--- src/rtl/eth_phy_10g_pkg.sv ---
// Shared 10G PCS definitions: BER FSM state codes, sync header codes, default BER window/threshold.
// Constants only; no logic, no latency, no flow control.
package eth_phy_10g_pkg;

    typedef enum logic [1:0] {
        BER_INIT   = 2'd0,
        BER_TEST   = 2'd1,
        BER_HI_BER = 2'd2
    } ber_state_t;

    localparam logic [1:0] SYNC_DATA = 2'b01;
    localparam logic [1:0] SYNC_CTRL = 2'b10;

    localparam int COUNT_125US_DEF = 19531;
    localparam int BER_THRESH_DEF  = 16;

    function automatic logic sync_hdr_ok(input logic [1:0] hdr);
        return (hdr == SYNC_DATA) || (hdr == SYNC_CTRL);
    endfunction

endpackage

--- src/rtl/eth_phy_10g_rx_ber_timer.sv ---
// BER window timer: counts 0..COUNT-1 and wraps; done is high on the last cycle (combinational from count).
// Synchronous clear takes effect on the next edge; no backpressure, runs every cycle.
module eth_phy_10g_rx_ber_timer #(
    parameter int COUNT = 19531
) (
    input  logic clk,
    input  logic rst,
    input  logic clr,
    output logic done
);
    localparam int W = (COUNT > 1) ? $clog2(COUNT) : 1;
    localparam logic [W-1:0] LAST = W'(COUNT - 1);

    logic [W-1:0] cnt;

    always_ff @(posedge clk) begin
        if (rst || clr) begin
            cnt <= '0;
        end else if (cnt == LAST) begin
            cnt <= '0;
        end else begin
            cnt <= cnt + W'(1);
        end
    end

    assign done = (cnt == LAST);

endmodule

--- src/rtl/eth_phy_10g_rx_ber_mon.sv ---
// 64b/66b RX BER monitor: counts invalid sync headers per 125 us window, flags high BER one cycle after threshold.
// No backpressure; samples one header per cycle. Optional lifetime count port under ETH_BER_COUNT_OUT_EN.
module eth_phy_10g_rx_ber_mon
    import eth_phy_10g_pkg::*;
#(
    parameter int COUNT_125US = COUNT_125US_DEF,
    parameter int BER_THRESH  = BER_THRESH_DEF,
    parameter int HDR_WIDTH   = 2
) (
    input  logic                 clk,
    input  logic                 rst,
    input  logic [HDR_WIDTH-1:0] i_serdes_rx_hdr,
    input  logic                 i_rx_block_lock,
`ifdef ETH_BER_COUNT_OUT_EN
    input  logic                 i_ber_count_clr,
    output logic [5:0]           o_ber_count,
`endif
    output logic                 o_rx_high_ber,
    output logic [1:0]           o_ber_state
);
    localparam int CW = $clog2(BER_THRESH + 1);
    localparam logic [CW-1:0] THRESH_C = CW'(BER_THRESH);

    ber_state_t    state;
    logic [CW-1:0] ber_cnt;
    logic [CW-1:0] cnt_inc;
    logic          high_ber;
    logic          hdr_bad;
    logic          win_done;

    assign hdr_bad = !sync_hdr_ok(2'(i_serdes_rx_hdr));

    eth_phy_10g_rx_ber_timer #(
        .COUNT (COUNT_125US)
    ) u_timer (
        .clk  (clk),
        .rst  (rst),
        .clr  (!i_rx_block_lock),
        .done (win_done)
    );

    always_comb begin
        cnt_inc = ber_cnt;
        if (hdr_bad && (ber_cnt != THRESH_C)) begin
            cnt_inc = ber_cnt + CW'(1);
        end
    end

    // INIT with lock present behaves as window cycle 0 of TEST, so both share one branch.
    always_ff @(posedge clk) begin
        if (rst || !i_rx_block_lock) begin
            state    <= BER_INIT;
            ber_cnt  <= '0;
            high_ber <= 1'b0;
        end else begin
            case (state)
                BER_INIT, BER_TEST: begin
                    if (cnt_inc == THRESH_C) begin
                        state    <= BER_HI_BER;
                        high_ber <= 1'b1;
                        ber_cnt  <= win_done ? '0 : cnt_inc;
                    end else if (win_done) begin
                        state    <= BER_TEST;
                        high_ber <= 1'b0;
                        ber_cnt  <= '0;
                    end else begin
                        state    <= BER_TEST;
                        ber_cnt  <= cnt_inc;
                    end
                end
                BER_HI_BER: begin
                    if (win_done) begin
                        state   <= BER_TEST;
                        ber_cnt <= '0;
                    end
                end
                default: begin
                    state    <= BER_INIT;
                    ber_cnt  <= '0;
                    high_ber <= 1'b0;
                end
            endcase
        end
    end

    assign o_rx_high_ber = high_ber;
    assign o_ber_state   = state;

`ifdef ETH_BER_COUNT_OUT_EN
    logic [5:0] ber_count_q;
    logic       count_hit;

    assign count_hit = i_rx_block_lock && hdr_bad;

    // Clear wins over the stored value but not over this cycle's error, hence clear+error gives 1.
    always_ff @(posedge clk) begin
        if (rst) begin
            ber_count_q <= '0;
        end else if (i_ber_count_clr) begin
            ber_count_q <= {5'd0, count_hit};
        end else if (count_hit && (ber_count_q != 6'd63)) begin
            ber_count_q <= ber_count_q + 6'd1;
        end
    end

    assign o_ber_count = ber_count_q;
`endif

endmodule
--- config.mk ---
export PLATFORM = sky130hd
export DESIGN_NAME = eth_phy_10g_rx_ber_mon
export DESIGN_NICKNAME = d
export VERILOG_FILES = /design/src/rtl/eth_phy_10g_pkg.sv /design/src/rtl/eth_phy_10g_rx_ber_timer.sv /design/src/rtl/eth_phy_10g_rx_ber_mon.sv
export SDC_FILE = /design/constraint.sdc
export NUM_CORES = 1
export LEC_CHECK = 0
export ABC_AREA = 1
export ABC_CLOCK_PERIOD_IN_PS = 1700
export BUFFER_PORTS_ARGS = -buffer_cell sky130_fd_sc_hd__buf_2
export CAP_MARGIN = 0
export CORE_MARGIN = 5
export CORE_UTILIZATION = 59
export DETAILED_ROUTE_END_ITERATION = 7
export PLACE_DENSITY = 0.89
export SYNTH_ARGS = -nofsm -noshare
export SYNTH_HDL_FRONTEND = slang
export SYNTH_SLANG_ARGS = --single-unit
export TNS_END_PERCENT = 100
--- constraint.sdc ---
create_clock -name clk -period 1.7 [get_ports clk]
set_input_delay 0.425 -clock clk [delete_from_list [all_inputs] [get_ports clk]]
set_output_delay 0.425 -clock clk [all_outputs]
set_load 0.1 [all_outputs]
# == After elaboration in Yosys (flattened, before gate mapping) ==
# Index checks and enable logic that the tools add are counted.
# W data, S select, Z words.
# op_classes
n_addsub,2
n_eq_ne,9
mux,10
bitwise_logic,1
reduce_logical,9
# ops
cell,count
$add A15 B1 Y15 const B,1
$eq A15 B15 Y1 const B,1
$mux W5,3
$pmux W5 S2,1
$add A5 B1 Y5 const B,1
$eq A5 B5 Y1 const B,1
$ne A5 B5 Y1 const B,1
$eq A2 B1 Y1 const B,2
$eq A2 B2 Y1 const B,2
$mux W2,2
$pmux W2 S2,1
$reduce_or A2 Y1,2
$ne A3 B2 Y1 const B,1
$logic_not A1 Y1,2
$logic_not A2 Y1,1
$logic_or A1 B1 Y1,2
$mux W1,2
$ne A2 B1 Y1 const B,1
$pmux W1 S2,1
$reduce_and A2 Y1,1
$logic_and A1 B1 Y1,1
$not A1 Y1,1
# totals
register_bits,23
input_bits,5
word_cells,35

# == Logic depth before layout (Yosys ltp) ==
# logic_depth
depth_word,8
depth_mapped,12

# == Hierarchy ==
# From an unflattened synthesis, not the netlist that was laid out.
# hier_totals
hier_cells,211
area_unflattened_um2,1401.3
# by_module_without_submodules
mod,n_inst,cells_per_inst,area_per_inst_um2
eth_phy_10g_rx_ber_timer,1,119,828.3
eth_phy_10g_rx_ber_mon,1,92,573.0

# == Worst setup path before layout ==
# Ideal clock, no wire load.
# synth_timing
path_type,register to register
from,"register state[1], in the netlist o_ber_state[1]"
to,register ber_cnt[4]
setup_time_ps,64
arrival_time_ps,1721
required_ps,1636
path_slack_ps,-85
path_stages_with_launch,6
period_less_slack_ps,1785
cell_sequence,dfxtp_1 > inv_1 > nor2_1 > nand2_1 > o22a_1 > nor2_1
# synth_between
elab_chain_len,3
word_cells_on_any_way,6
cone_classes,3 x eq/ne; 1 x mux; 2 x reduce/logical
# synth_rtl
item,line,source
"start, declared",eth_phy_10g_rx_ber_mon.sv:24,ber_state_t state;
"start signal, assigned",eth_phy_10g_rx_ber_mon.sv:52,state <= BER_INIT;
"start signal, assigned",eth_phy_10g_rx_ber_mon.sv:59,state <= BER_HI_BER;
"start signal, assigned",eth_phy_10g_rx_ber_mon.sv:63,state <= BER_TEST;
$eq A2 B1 Y1 / $logic_not A2 Y1 (equally long branches),eth_phy_10g_rx_ber_mon.sv:56,case (state)
$reduce_or A2 Y1,eth_phy_10g_rx_ber_mon.sv:56,
$pmux W5 S2,eth_phy_10g_rx_ber_mon.sv:56,
"end signal, assigned",eth_phy_10g_rx_ber_mon.sv:61,ber_cnt <= win_done ? '0 : cnt_inc;
"end signal, assigned",eth_phy_10g_rx_ber_mon.sv:68,ber_cnt <= cnt_inc;
"end, declared",eth_phy_10g_rx_ber_mon.sv:25,logic [CW-1:0] ber_cnt;
# Several ways; a longest one is shown, not always the timed one.
# A chain may end at the register's enable or synchronous reset.

# == Worst setup path after layout ==
# layout_timing
from,"register state[0], in the netlist o_ber_state[0]"
to,output o_ber_state[0]
# layout_rtl
item,line,source
"end, declared",eth_phy_10g_rx_ber_mon.sv:19,output logic [1:0] o_ber_state
# No word-level cell between the ends.

==> metrics <==
R2R setup slack between 0.15 and 0.2 ns; CP endpoint o_ber_state[0]; WL/cell 10.1 um; synthesized area around 1300 um2; CP max-delay cell buf_2; die width about 57 um; Die Footprint roughly 3200 um2; Layout area overhead 8.40%; Worst slew margin 0.675; Synth top cells by count 51 x nand2_1, 27 x inv_1, 26 x nor2_1, 23 x dfxtp_1, 13 x nand3_1; largest family of logic cells by synthesized area simple AND/OR/NAND/NOR gates; initial drt markers 36; yosys warns 0; Compound-Gate Fraction of Synth Area 0.0830; ys async rst share 0; RSZ-0062 raised after global routing false; GRT Overall Usage 0.166; setup TNS 0 ns; number of distinct library cells after synthesis 27; Worst setup EP type output port; Post-Syn Nets slightly above 200; initial core utilization 0.603; worst vdd ir around 0.00050 V; final setup fails 0; crit-path max FO 4; Slew @ Worst Pin between 0.4 and 0.5 ns; vias in the first global route 1,116; simple-gate share of the synthesized area 0.400; clk root buf clkbuf_4; Static Leak 0.576 nW; count leader, synth nand2_1; CP delay by family, top buffers and inverters; TritonRoute pass-1 iters 4; Final Skew 0.00472 ns; Crit Path Class flip-flop to output port; Hold Vio Cnt, Final 0; Levels on crit path 1; max incr delay on CP 0.44 ns; # nets final roughly 220; Critical path origin o_ber_state[0]$_SDFFE_PP0P_; clock latency at the later pin of the worst-skew pair between 0.3 and 0.4 ns; total CTS buffers 3; H-tree depth 1; Post-Synth XOR/XNOR Area 0.0270; number of synthesized register bits 23; pwr/cell area 684 nW/um2; post-layout power a little under 0.001 W; post-synthesis mux area share 0; Die H 56.9 um; HPWL Detailed approximately 1.8 mm; minimum clock period about 1.6 ns; Routed Wire Length between 2 and 2.5 mm; Syn Area/Cell roughly 6.6 um2; Synth Area in Adders 0.0386; Synth top area share 0.355; diode count 0; FF-to-FF End o_ber_state[0]$_SDFFE_PP0P_; Seq/Total Area, Yosys 0.355; ys flop type dfxtp_1; area leader, netlist dfxtp_1; DRC errors left 0; Avg Vias per Cell 5.11; CP bufs+invs 1; CORE AREA 2150 um2; Port Buf Inserts 7; pin count of the biggest net entering global routing 13; Routed Antenna Nets 0; clock buffer depth 2; CTS Sinks 23; Post-synth EDFFs 0; GR Overflow Total 0; CTS tree built; Peak Freq 642 MHz; IO Pins 8; CP required roughly 1.3 ns; Final GP Congestion between 0.9 and 1; worst r2r src ber_cnt[0]$_SDFFE_PP0P_; antenna violations before repair 0; Reg clk slew, reported paths 0.12 ns; first-pass GRT wire length between 4 and 5 mm; layout cell share with drive strength beyond 1 0.135; Rows 17; Vias around 1.2k; WP data arrival 1.13 ns; fin. max-slew vios 0; Startpoint Class flip-flop; synth top area cells dfxtp_1 36%, nand2_1 15%, inv_1 7.8%, nor2_1 7.5%, nand3_1 5.0%; worst hold path type flip-flop to flip-flop; Max Cap Viol 0; cells after synthesis slightly below 200; CP Cell Sequence buf_2; period utilization 0.916; status finished clean; cells on worst reg2reg path 12
==> worst min path at each step <==
| stage | startpoint | end | cells after the start | slack [ns] |
|---|---|---|---|---|
| final | u_timer.cnt[0]$_SDFF_PP0_ | u_timer.cnt[0]$_SDFF_PP0_ | 1 | 0.42 |
| after CTS | rst | u_timer.cnt[10]$_SDFF_PP0_ | 4 | 0.43 |
| after floorplan | u_timer.cnt[0]$_SDFF_PP0_ | u_timer.cnt[0]$_SDFF_PP0_ | 1 | 0.42 |
| after detailed placement | u_timer.cnt[0]$_SDFF_PP0_ | u_timer.cnt[0]$_SDFF_PP0_ | 1 | 0.44 |
| after global placement | u_timer.cnt[0]$_SDFF_PP0_ | u_timer.cnt[0]$_SDFF_PP0_ | 1 | 0.43 |
| after global routing | rst | u_timer.cnt[10]$_SDFF_PP0_ | 4 | 0.44 |
==> layout by cell type (no fill, tap or decap) <==
cell	Yosys	final
nand2_1	51	51
inv_1	27	27
nor2_1	26	26
dfxtp_1	23	18
nand3_1	13	13
a21oi_1	9	9
buf_2	1	7
nor3_1	6	6
nand4_1	5	5
o21ai_0	6	5
dfxtp_2	0	5
nor2_2	4	4
ha_1	4	4
xnor2_1	3	3
clkbuf_4	0	3
buf_4	0	3
inv_2	2	2
o21ai_1	1	2
o22ai_1	2	2
and2_1	2	2
nor3b_1	2	2
nor2_4	1	1
o22a_1	1	1
nand3_2	1	1
nor3_4	1	1
or2_2	1	1
nor4_1	1	1
a31oi_1	1	1
xor2_1	1	1
clkbuf_1	0	1
==> cell families (layout without fill, tap and decap cells) <==
logic type / after synthesis / after routing
and+or+nand+nor: 114 / 114
xor gates and xnor gates: 4 / 4
buffers and inverters: 31 / 43
AOI/OAI and AO/OA: 20 / 20
adders and majority gates: 4 / 4
DFF: 23 / 23
==> metrics by stage <==
step           area (um2)  hold WS (ns)  setup slack [ns]  std cells  utilization
2_1_floorplan        1300         0.417            0.0994        196            -
3_3_place_gp         1370         0.429             0.136        231        0.636
3_5_place_dp         1370         0.440             0.120        231        0.636
4_1_cts              1390         0.429             0.104        235        0.648
6_report             1410         0.425             0.143        236        0.654
5_1_grt              1410         0.439          0.000948        236        0.654
==> power breakdown <==
part / leakage (nW) / total [W] / switching (W) / internal (W)
clock network: 0.0150 / 0.000250 / 0.000159 / 0.0000915
logic: 0.373 / 0.000145 / 0.0000951 / 0.0000494
registers: 0.188 / 0.000566 / 0.0000141 / 0.000552
==> per-layer routing <==
metal | global-route usage | routed length (um) | share of wire
met1 | 0.200 | 1140 | 0.47
met2 | 0.282 | 1130 | 0.47
met3 | 0.0276 | 64 | 0.027
met4 | 0.0828 | 65 | 0.027
met5 | 0 | 0 | 0
==> cell type report <==
| class | count | area, um2 |
|---|---|---|
| clock buffers | 4 | 26.3 |
| fillers | 189 | 743 |
| inverters | 29 | 109 |
| multi-input cells | 142 | 711 |
| flip-flops and latches | 23 | 467 |
| well taps | 28 | 35.0 |
| repair buffers | 10 | 57.6 |
==> flip-flops by register name, summed over array words and instances, names as in the netlist <==
signal and flops:
ber_cnt 5, o_ber_state 2, o_rx_high_ber 1, u_timer.cnt 15
==> what timing repair did <==
| item | CTS | global route |
|---|---|---|
| hold buffers | 0 | 0 |
| resized for setup | 0 | 5 |
| setup endpoints to repair | 0 | 5 |
| buffers inserted | 0 | 1 |
Note: power is estimated with default switching activity, not from simulation.
